File: config.mk
export PLATFORM = sky130hd
export DESIGN_NAME = decode_ctrl_stage
export DESIGN_NICKNAME = d
export VERILOG_FILES = /design/src/rtl/decode_pkg.sv /design/src/rtl/decode_ctrl_stage_comb.sv /design/src/rtl/decode_ctrl_stage.sv
export SDC_FILE = /design/constraint.sdc
export NUM_CORES = 1
export LEC_CHECK = 0
export ABC_CLOCK_PERIOD_IN_PS = 1700
export BUFFER_PORTS_ARGS = -buffer_cell sky130_fd_sc_hd__buf_2
export CAP_MARGIN = 20
export CORE_MARGIN = 3
export CORE_UTILIZATION = 45
export CTS_BUF_LIST = sky130_fd_sc_hd__clkbuf_2
export DETAILED_ROUTE_END_ITERATION = 16
export PLACE_DENSITY = 0.78
export SYNTH_ARGS = -nofsm -noshare
export SYNTH_HDL_FRONTEND = slang
export SYNTH_SLANG_ARGS = --single-unit
File: constraint.sdc
create_clock -name clk -period 1.7 [get_ports clk]
set_input_delay 0.17 -clock clk [delete_from_list [all_inputs] [get_ports clk]]
set_output_delay 0.17 -clock clk [all_outputs]
set_load 0.03 [all_outputs]
File: src/rtl/decode_pkg.sv
// decode_pkg
//   Shared types and constants for the RV32I decode/control stage.
//   - alu_op_e     : ALU operation encoding driven onto ALUControl
//   - imm_src_e    : immediate format select (I/S/B/U/J)
//   - result_src_e : write-back source select (ALU / memory / PC+4)
//   - OPC_*        : RV32I major opcodes (full 7 bits, so instr[1:0]==2'b11 is implied)
//   - ctrl_bundle_t: the registered control bundle handed to execute
package decode_pkg;

    typedef enum logic [3:0] {
        ALU_ADD   = 4'd0,
        ALU_SUB   = 4'd1,
        ALU_AND   = 4'd2,
        ALU_OR    = 4'd3,
        ALU_XOR   = 4'd4,
        ALU_SLT   = 4'd5,
        ALU_SLL   = 4'd6,
        ALU_SRL   = 4'd7,
        ALU_SRA   = 4'd8,
        ALU_SLTU  = 4'd9,
        ALU_PASSB = 4'd10
    } alu_op_e;

    typedef enum logic [2:0] {
        IMM_I = 3'b000,
        IMM_S = 3'b001,
        IMM_B = 3'b010,
        IMM_U = 3'b011,
        IMM_J = 3'b100
    } imm_src_e;

    typedef enum logic [1:0] {
        RES_ALU = 2'b00,
        RES_MEM = 2'b01,
        RES_PC4 = 2'b10
    } result_src_e;

    localparam logic [6:0] OPC_RTYPE  = 7'b0110011;
    localparam logic [6:0] OPC_IALU   = 7'b0010011;
    localparam logic [6:0] OPC_LOAD   = 7'b0000011;
    localparam logic [6:0] OPC_STORE  = 7'b0100011;
    localparam logic [6:0] OPC_BRANCH = 7'b1100011;
    localparam logic [6:0] OPC_JAL    = 7'b1101111;
    localparam logic [6:0] OPC_JALR   = 7'b1100111;
    localparam logic [6:0] OPC_LUI    = 7'b0110111;
    localparam logic [6:0] OPC_AUIPC  = 7'b0010111;

    localparam logic [6:0] FUNCT7_BASE = 7'b0000000;
    localparam logic [6:0] FUNCT7_ALT  = 7'b0100000;

    typedef struct packed {
        logic        reg_write;
        logic        mem_write;
        logic        jump;
        logic        branch;
        logic        alu_src;
        logic        jalr_sel;
        logic        alu_src_a_pc;
        result_src_e result_src;
        imm_src_e    imm_src;
        alu_op_e     alu_ctrl;
        logic [2:0]  funct3;
        logic        illegal;
    } ctrl_bundle_t;

    // Shared by R-type and I-ALU: funct3 selects the operation, 'alt'
    // (funct7[5] / instr[30]) picks SUB over ADD and SRA over SRL.
    function automatic alu_op_e alu_from_funct3(input logic [2:0] f3, input logic alt);
        alu_op_e op;
        case (f3)
            3'b000:  op = alt ? ALU_SUB : ALU_ADD;
            3'b001:  op = ALU_SLL;
            3'b010:  op = ALU_SLT;
            3'b011:  op = ALU_SLTU;
            3'b100:  op = ALU_XOR;
            3'b101:  op = alt ? ALU_SRA : ALU_SRL;
            3'b110:  op = ALU_OR;
            default: op = ALU_AND;
        endcase
        return op;
    endfunction

endpackage

File: src/rtl/decode_ctrl_stage_comb.sv
// decode_comb
//   Pure combinational RV32I decoder: raw instruction word -> control bundle.
//   Ports:
//     instr_i : 32-bit instruction word
//     ctrl_o  : decoded ctrl_bundle_t; an unrecognised encoding yields an
//               all-zero bundle with only .illegal set
//   EN_RTYPE = 0 makes opcode 0110011 decode as illegal.
module decode_comb
    import decode_pkg::*;
#(
    parameter bit EN_RTYPE = 1'b1
) (
    input  logic [31:0]  instr_i,
    output ctrl_bundle_t ctrl_o
);

    logic [6:0]   opcode;
    logic [2:0]   funct3;
    logic [6:0]   funct7;
    logic         legal;
    ctrl_bundle_t ctrl;

    assign opcode = instr_i[6:0];
    assign funct3 = instr_i[14:12];
    assign funct7 = instr_i[31:25];

    // Register specifiers and rd are not needed for control decode.
    logic unused_fields;
    assign unused_fields = ^{instr_i[24:15], instr_i[11:7]};

    always_comb begin
        ctrl  = '0;
        legal = 1'b0;

        case (opcode)
            OPC_RTYPE: begin
                if (EN_RTYPE) begin
                    // Only add/sub and srl/sra have an alternate funct7 encoding.
                    legal = (funct7 == FUNCT7_BASE) ||
                            ((funct7 == FUNCT7_ALT) && ((funct3 == 3'b000) || (funct3 == 3'b101)));
                    ctrl.reg_write = 1'b1;
                    ctrl.alu_ctrl  = alu_from_funct3(funct3, funct7[5]);
                end
            end
            OPC_IALU: begin
                // Shift-immediates reuse instr[31:25] as a funct7 field; every
                // other I-ALU op treats those bits as immediate.
                if ((funct3 == 3'b001) || (funct3 == 3'b101)) begin
                    legal = (funct7 == FUNCT7_BASE) || (funct7 == FUNCT7_ALT);
                end else begin
                    legal = 1'b1;
                end
                ctrl.reg_write = 1'b1;
                ctrl.alu_src   = 1'b1;
                ctrl.imm_src   = IMM_I;
                // instr[30] only selects SRAI; for addi it is immediate data.
                ctrl.alu_ctrl  = alu_from_funct3(funct3, (funct3 == 3'b101) && instr_i[30]);
            end
            OPC_LOAD: begin
                legal = (funct3 != 3'b011) && (funct3 != 3'b110) && (funct3 != 3'b111);
                ctrl.reg_write  = 1'b1;
                ctrl.alu_src    = 1'b1;
                ctrl.imm_src    = IMM_I;
                ctrl.result_src = RES_MEM;
                ctrl.alu_ctrl   = ALU_ADD;
            end
            OPC_STORE: begin
                legal = (funct3[2] == 1'b0) && (funct3[1:0] != 2'b11);
                ctrl.mem_write  = 1'b1;
                ctrl.alu_src    = 1'b1;
                ctrl.imm_src    = IMM_S;
                ctrl.result_src = RES_MEM;
                ctrl.alu_ctrl   = ALU_ADD;
            end
            OPC_BRANCH: begin
                legal = (funct3 != 3'b010) && (funct3 != 3'b011);
                ctrl.branch   = 1'b1;
                ctrl.imm_src  = IMM_B;
                // Comparison is resolved in execute from funct3_q; SUB feeds it.
                ctrl.alu_ctrl = ALU_SUB;
            end
            OPC_JAL: begin
                legal = 1'b1;
                ctrl.reg_write  = 1'b1;
                ctrl.jump       = 1'b1;
                ctrl.imm_src    = IMM_J;
                ctrl.result_src = RES_PC4;
                ctrl.alu_ctrl   = ALU_ADD;
            end
            OPC_JALR: begin
                legal = (funct3 == 3'b000);
                ctrl.reg_write  = 1'b1;
                ctrl.jump       = 1'b1;
                ctrl.jalr_sel   = 1'b1;
                ctrl.alu_src    = 1'b1;
                ctrl.imm_src    = IMM_I;
                ctrl.result_src = RES_PC4;
                ctrl.alu_ctrl   = ALU_ADD;
            end
            OPC_LUI: begin
                legal = 1'b1;
                ctrl.reg_write = 1'b1;
                ctrl.alu_src   = 1'b1;
                ctrl.imm_src   = IMM_U;
                ctrl.alu_ctrl  = ALU_PASSB;
            end
            OPC_AUIPC: begin
                legal = 1'b1;
                ctrl.reg_write    = 1'b1;
                ctrl.alu_src      = 1'b1;
                ctrl.alu_src_a_pc = 1'b1;
                ctrl.imm_src      = IMM_U;
                ctrl.alu_ctrl     = ALU_ADD;
            end
            default: begin
                legal = 1'b0;
            end
        endcase

        if (legal) begin
            ctrl.funct3 = funct3;
        end else begin
            ctrl         = '0;
            ctrl.illegal = 1'b1;
        end

        ctrl_o = ctrl;
    end

endmodule

File: src/rtl/decode_ctrl_stage.sv
// decode_ctrl_stage
//   Registered RV32I decode/control stage between IF/ID and execute.
//   Ports:
//     clk, rst_n          : clock, asynchronous active-low reset
//     in_valid/in_ready   : upstream handshake, instr is the payload
//     flush               : kills the held bundle and any incoming instr
//     clear_stats         : clears illegal_seen / ill_count
//     out_valid/out_ready : downstream handshake for the control bundle
//     RegWrite..ALUSrcA_pc, ResultSrc, ImmSrc, ALUControl, funct3_q, illegal
//                         : registered control bundle
//     illegal_seen        : sticky "an illegal instruction was accepted"
//     ill_count           : saturating count of accepted illegal instructions
//   ALUCTRL_W must be at least 4 (the ALU op enum is 4 bits, zero-extended).
//
// Handshake: a transfer happens on a rising edge where valid && ready.
// in_ready = !out_valid || out_ready, so the single register is refilled in
// the same cycle it drains (no skid buffer). While out_valid && !out_ready the
// bundle is frozen. flush wins over an accept: the register empties and the
// incoming word is dropped without touching the statistics. Bundle fields keep
// their last loaded value when out_valid is low.
module decode_ctrl_stage
    import decode_pkg::*;
#(
    parameter int unsigned ALUCTRL_W = 4,
    parameter int unsigned ILL_CNT_W = 8,
    parameter bit          EN_RTYPE  = 1'b1
) (
    input  logic                 clk,
    input  logic                 rst_n,
    input  logic                 in_valid,
    output logic                 in_ready,
    input  logic [31:0]          instr,
    input  logic                 flush,
    input  logic                 clear_stats,
    output logic                 out_valid,
    input  logic                 out_ready,
    output logic                 RegWrite,
    output logic                 MemWrite,
    output logic                 Jump,
    output logic                 Branch,
    output logic                 ALUSrc,
    output logic                 JalrmuxSel,
    output logic                 ALUSrcA_pc,
    output logic [1:0]           ResultSrc,
    output logic [2:0]           ImmSrc,
    output logic [ALUCTRL_W-1:0] ALUControl,
    output logic [2:0]           funct3_q,
    output logic                 illegal,
    output logic                 illegal_seen,
    output logic [ILL_CNT_W-1:0] ill_count
);

    ctrl_bundle_t         dec_ctrl;
    ctrl_bundle_t         bundle_q, bundle_d;
    logic                 valid_q, valid_d;
    logic                 seen_q, seen_d;
    logic [ILL_CNT_W-1:0] cnt_q, cnt_d;
    logic                 accept;

    decode_comb #(
        .EN_RTYPE (EN_RTYPE)
    ) u_decode_comb (
        .instr_i (instr),
        .ctrl_o  (dec_ctrl)
    );

    assign in_ready = !valid_q || out_ready;
    assign accept   = in_valid && in_ready;

    always_comb begin
        valid_d  = valid_q;
        bundle_d = bundle_q;
        if (flush) begin
            valid_d = 1'b0;
        end else if (accept) begin
            valid_d  = 1'b1;
            bundle_d = dec_ctrl;
        end else if (out_ready) begin
            valid_d = 1'b0;
        end
    end

    always_comb begin
        seen_d = seen_q;
        cnt_d  = cnt_q;
        if (clear_stats) begin
            seen_d = 1'b0;
            cnt_d  = '0;
        end else if (accept && !flush && dec_ctrl.illegal) begin
            seen_d = 1'b1;
            if (cnt_q != {ILL_CNT_W{1'b1}}) begin
                cnt_d = cnt_q + ILL_CNT_W'(1);
            end
        end
    end

    always_ff @(posedge clk or negedge rst_n) begin
        if (!rst_n) begin
            valid_q  <= 1'b0;
            bundle_q <= '0;
            seen_q   <= 1'b0;
            cnt_q    <= '0;
        end else begin
            valid_q  <= valid_d;
            bundle_q <= bundle_d;
            seen_q   <= seen_d;
            cnt_q    <= cnt_d;
        end
    end

    assign out_valid    = valid_q;
    assign RegWrite     = bundle_q.reg_write;
    assign MemWrite     = bundle_q.mem_write;
    assign Jump         = bundle_q.jump;
    assign Branch       = bundle_q.branch;
    assign ALUSrc       = bundle_q.alu_src;
    assign JalrmuxSel   = bundle_q.jalr_sel;
    assign ALUSrcA_pc   = bundle_q.alu_src_a_pc;
    assign ResultSrc    = bundle_q.result_src;
    assign ImmSrc       = bundle_q.imm_src;
    assign ALUControl   = ALUCTRL_W'(bundle_q.alu_ctrl);
    assign funct3_q     = bundle_q.funct3;
    assign illegal      = bundle_q.illegal;
    assign illegal_seen = seen_q;
    assign ill_count    = cnt_q;

endmodule

* Yosys cells after proc, flatten, opt, wreduce, memory -nomap -nowiden *
Cells that the tools add are included.

word-level totals
  word-level logic and storage cells = 98
  flip-flop bits (word level) = 30
  output and inout bits = 31

cells by class
  bitwise operators = 2
  multiplexer cells = 29
  add/sub/neg operators = 1
  eq/ne operators = 22
  reductions and logical operators = 29

operator list
  operator                                                count
  one-hot mux 4 bit (7 select lines)                      2
  equality test 7 x 6 -> 1 bit (second input constant)    4
  2-to-1 mux 8 bit                                        3
  equality test 7 bit (second input constant)             3
  2-to-1 mux 1 bit                                        16
  2-to-1 mux 16 bit                                       1
  one-hot mux 4 bit (4 select lines)                      1
  equality test 7 x 5 -> 1 bit (second input constant)    2
  one-hot mux 3 bit (4 select lines)                      1
  equality test 3 bit (second input constant)             3
  logical AND 1 bit                                       9
  adder 8 x 1 -> 8 bit (second input constant)            1
  2-to-1 mux 4 bit                                        2
  inequality test 8 bit (second input constant)           1
  equality test 7 x 2 -> 1 bit (second input constant)    1
  logical NOT 7 bit                                       1
  one-hot mux 1 bit (7 select lines)                      1
  OR reduction 7 bit                                      1
  equality test 3 x 2 -> 1 bit (second input constant)    2
  inequality test 3 x 2 -> 1 bit (second input constant)  2
  inequality test 3 bit (second input constant)           2
  OR reduction 2 bit                                      3
  OR reduction 6 bit                                      1
  logical OR 1 bit                                        5
  11 further kinds                                        15

* Longest topological paths before layout *
  word-level depth = 9
  depth in mapped cells = 9
  gate-level depth less buffers = 7

* Modules after synthesis *
From an unflattened synthesis, not the netlist that was laid out.

unflattened totals
  cells, all modules = 177
  area, all modules = 1866.8 um2

modules (own cells, without submodules)
  module             sequential area each (um2)  times used  area each (um2)  cells an instance
  decode_ctrl_stage  750.7                       1           1332.5           103
  decode_comb        0.0                         1           534.3            74

* Worst setup path after synthesis *
Ideal clock, no wire load.

  kind = register to register
  start point = register valid_q, in the netlist out_valid
  end point = register cnt_q[5], in the netlist ill_count[5]
  slack = -0.407 ns
  data required time = 1.622 ns
  period minus slack after synthesis = 2.107 ns
  arrival time = 2.030 ns
  library setup time = 0.078 ns
  path buffers = 1
  stages on the path, launching flop included = 9
  cells stage by stage = dfrtp_1 nor2b_1 inv_2 nand3b_1 a311oi_1 nand3_1 buf_2 or3_1 a21oi_1

between the ends
  word-level cells in the longest chain between the ends = 7

RTL lines
  what                            line                      source
  start, declared                 decode_ctrl_stage.sv:55   logic valid_q, valid_d;
  start signal, assigned          decode_ctrl_stage.sv:104  valid_q <= valid_d;
  logical NOT 1 bit               decode_ctrl_stage.sv:67   assign in_ready = !valid_q || out_ready;
  logical OR 1 bit                decode_ctrl_stage.sv:67
  named net in_ready              decode_ctrl_stage.sv:31   output logic in_ready,
  logical AND 1 bit               decode_ctrl_stage.sv:68   assign accept = in_valid && in_ready;
  logical AND 1 bit (2 in a row)  decode_ctrl_stage.sv:89   end else if (accept && !flush && dec_ctrl.illegal) begin
  nonzero test 2 bit (no line)    -
  AND reduction 2 bit (no line)   -
  end signal, assigned            decode_ctrl_stage.sv:107  cnt_q <= cnt_d;
  end, declared                   decode_ctrl_stage.sv:57   logic [ILL_CNT_W-1:0] cnt_q, cnt_d;

The timed path passes the listed nets, and every way through them passes these cells.
A chain may end at the register's enable or synchronous reset.

* Final worst setup path *
  start point = register cnt_q[1], in the netlist ill_count[1]
  end point = register cnt_q[6], in the netlist ill_count[6]

between the ends
  word-level cells in the longest chain between the ends = 4
  elaborated cells between the ends (all ways) = 7

RTL lines
  what                  line                     source
  adder 8 x 1 -> 8 bit  decode_ctrl_stage.sv:92  cnt_d = cnt_q + ILL_CNT_W'(1);
  2-to-1 mux 8 bit      decode_ctrl_stage.sv:91  if (cnt_q != {ILL_CNT_W{1'b1}}) begin
  2-to-1 mux 8 bit      decode_ctrl_stage.sv:89
  2-to-1 mux 8 bit      decode_ctrl_stage.sv:86  if (clear_stats) begin

Several ways; a longest one is shown, not always the timed one. The select of a mux whose other input is x is not followed.

==> summary.md <==
| Metric | Value |
|---|---|
| Layout area overhead | 39.3% |
| Final Util | 65.8% |
| Fill count | 320 |
| Clk_skew | 9.86 ps |
| Final Cell Area | 2450 um2 |
| Clk slew on worst S/H paths | 150 ps |
| RSZ-0062 raised after global routing | true |
| DR iter-0 viols | 95 |
| Worst-Margin Slew | 632 ps |
| Async SR Flop Fraction | 100% |
| Placer Congestion | 0.857 |
| Layout Nets | 321 |
| Grt ovf | 0 |
| DP Worst Slack | -377 ps |
| Vias in the first global route | 1685 |
| Clock sinks | 29 |
| Worst Path Max Fanout | 10 |
| Chip height | 68.5 um |
| #FFs+latches synth | 29 |
| Tmin final | 1850 ps |
| R2R setup slack | -150 ps |
| Kind of critical path | reg -> reg |
| Crit path launch type | flop |
| Synth Cell Area | 1760 um2 |
| Final TNS setup | -900 ps |
| Status | complete, but fails checks |
| Rel. slew slack | 57.9% |
| Post-Syn Instances | 194 |
| Detailed Place HPWL | 3.36 mm |
| Row count | 22 |
| Average vias per placed instance | 5.38 |
| DR pass1 iterations | 6 |
| Worst path required time | 2000 ps |
| Hold Path Class | in -> reg |
| Wire length per cell | 13.8 um |
| CTS root buf | clkbuf_2 |
| CORE AREA | 3720 um2 |
| Final worst slack | -152 ps |
| Max Slew Vio Count | 0 |
| Final period util | 109% |
| Die W | 68.5 um |
| Boundary Pins | 69 |
| CP endpoint kind | flop |
| Clk buf depth | 2 |
| First-pass GRT wire length | 7.29 mm |
| Crit path DAT | 2150 ps |
| Largest net degree at the start of global routing | 32 |
| Fmax | 0.540 GHz |
| Setup violations, final | 8 |
| Fraction of layout instances using a drive strength above 1 | 46.6% |
| Dpl cells | 319 |
| Worst r2r path cells | 7 |
| Yosys warning count | 0 |
| P_leak | 0.00119 uW |
| PortBufs | 53 |
| Post-synthesis sequential area ratio | 41.3% |
| CTS tree | yes |
| CTS H-tree depth | 2 |
| Initial core utilization | 47.2% |
| Initial antenna violation count | 0 |
| Failing checks | negative setup slack |
| Syn nets | 233 |
| Antenna diodes | 0 |
| Syn Area/Cell | 9.05 um2 |
| Synth cell types | 50 |
| CTS Buf Count | 5 |
| Final non-filler cell total | 331 |
| Placed Area | 2290 um2 |
| Clk_lat worst skew | 360 ps |
| Via count | 1781 |
| DRT Wirelength | 4.55 mm |
| Die area | 4690 um2 |
| Post-synth EDFFs | 0 |
| Gr usage total | 20.6% |
| Hold Fails Final Rpt | 0 |
| Final antenna-violating net count | 0 |
| DRC | 0 |
| Top_reg_cell synth | dfrtp_1 |
| Power density over cell area | 612 nW/um2 |
| Worst vdd ir | 0.401 mV |
| Hold path depth | 3 |
| Max Cap Viol | 0 |
[cells in the mapped netlist, types with 3 or more instances]
| library cell | count | area, um2 |
|---|---|---|
| and3_1 | 3 | 18.8 |
| nor3_1 | 4 | 20.0 |
| buf_6 | 6 | 67.6 |
| o21ai_0 | 20 | 100 |
| o41ai_2 | 3 | 48.8 |
| or3_1 | 5 | 31.3 |
| nand3_1 | 10 | 50.1 |
| nor2b_1 | 3 | 18.8 |
| xor2_1 | 4 | 35.0 |
| nor2_1 | 14 | 52.6 |
| dfrtp_1 | 29 | 726 |
| a21oi_1 | 15 | 75.1 |
| o31ai_2 | 3 | 37.5 |
| nand2_1 | 31 | 116 |
[flip-flops by register name (all words and copies together) (netlist names), 3 cells and up]
| register | count |
|---|---|
| ALUControl | 4 |
| ImmSrc | 3 |
| funct3_q | 3 |
| ill_count | 8 |
[stage by stage]
stage | hold WS (ps) | power [uW]
final | 50.7 | 1500
after global routing | 52.4 | 1570
after CTS | 38.8 | 1500
after detailed placement | 226 | 998
after global placement | 217 | 992
after floorplan | -126 | 889
[cell usage in the layout, fill, tap and decap left out, types with 5 or more instances in the layout]
cell type  count
buf_4         40
clkbuf_2       6
dfrtp_1       26
nand2_1       31
o21ai_0       19
a21oi_2        5
buf_2         53
nand3_1       10
nor2_1        14
a21oi_1       10
[power breakdown]
group	switching (uW)	total (uW)	internal (uW)
Combinational	171	291	120
Clock	244	495	251
Sequential	7.83	712	704
[worst max-delay path: stages (launching register included)]
cell and delay [ps]:
dfrtp_2 450, ha_4 160, and3_4 170, a311oi_4 280, nand3_1 130, buf_6 160, or3_4 330, a21oi_2 110
[layout make-up]
type	count	area (um2)	share of cell area, %
Timing Repair Buffer	97	608	24.9
Clock buffer	6	30.0	1.23
Tap cell	48	60.1	2.46
Clock inverter	2	33.8	1.38
Multi-Input combinational cell	146	971	39.7
Inverter	3	13.8	0.563
Sequential cell	29	729	29.8
[kinds of logic (layout without fill, tap and decap cells)]
kind of cell,count (synthesis),in the layout,share of synthesized area [%]
buffers and inverters,19,108,8.41
flip-flops,29,29,41.3
AO/OA/AOI/OAI,55,55,22.2
XOR/XNOR,4,4,2.00
adder cells (fa/ha/maj),1,1,0.713
AND/OR/NAND/NOR,85,85,24.8
multiplexers,1,1,0.570
[layer usage]
layer / GRT usage [%] / vias up / wire, um
met5: 0 / - / 0
met4: 6.45 / 0 / 92
met3: 5.75 / 13 / 227
met2: 35.0 / 49 / 2330
met1: 25.1 / 849 / 1910
li1: - / 870 / -
[what timing repair did]
item / in CTS / in global routing
pin swaps: 2 / 1
hold buffers: 2 / 0
endpoints found under the setup margin: 7 / 10
buffers inserted: 2 / 0
resized for setup: 2 / 10
cloned: 0 / 0
endpoints found under the hold margin: 30 / 0
[final timing paths]
kind	to	startpoint
max	ill_count[6]	ill_count[1]
min	out_valid	in_valid
max reg2reg	ill_count[6]	ill_count[1]
min reg2reg	illegal	illegal
max in group asynchronous	ill_count[0]	rst_n
min in group asynchronous	Jump	rst_n
(Power assumes the default switching activity.)
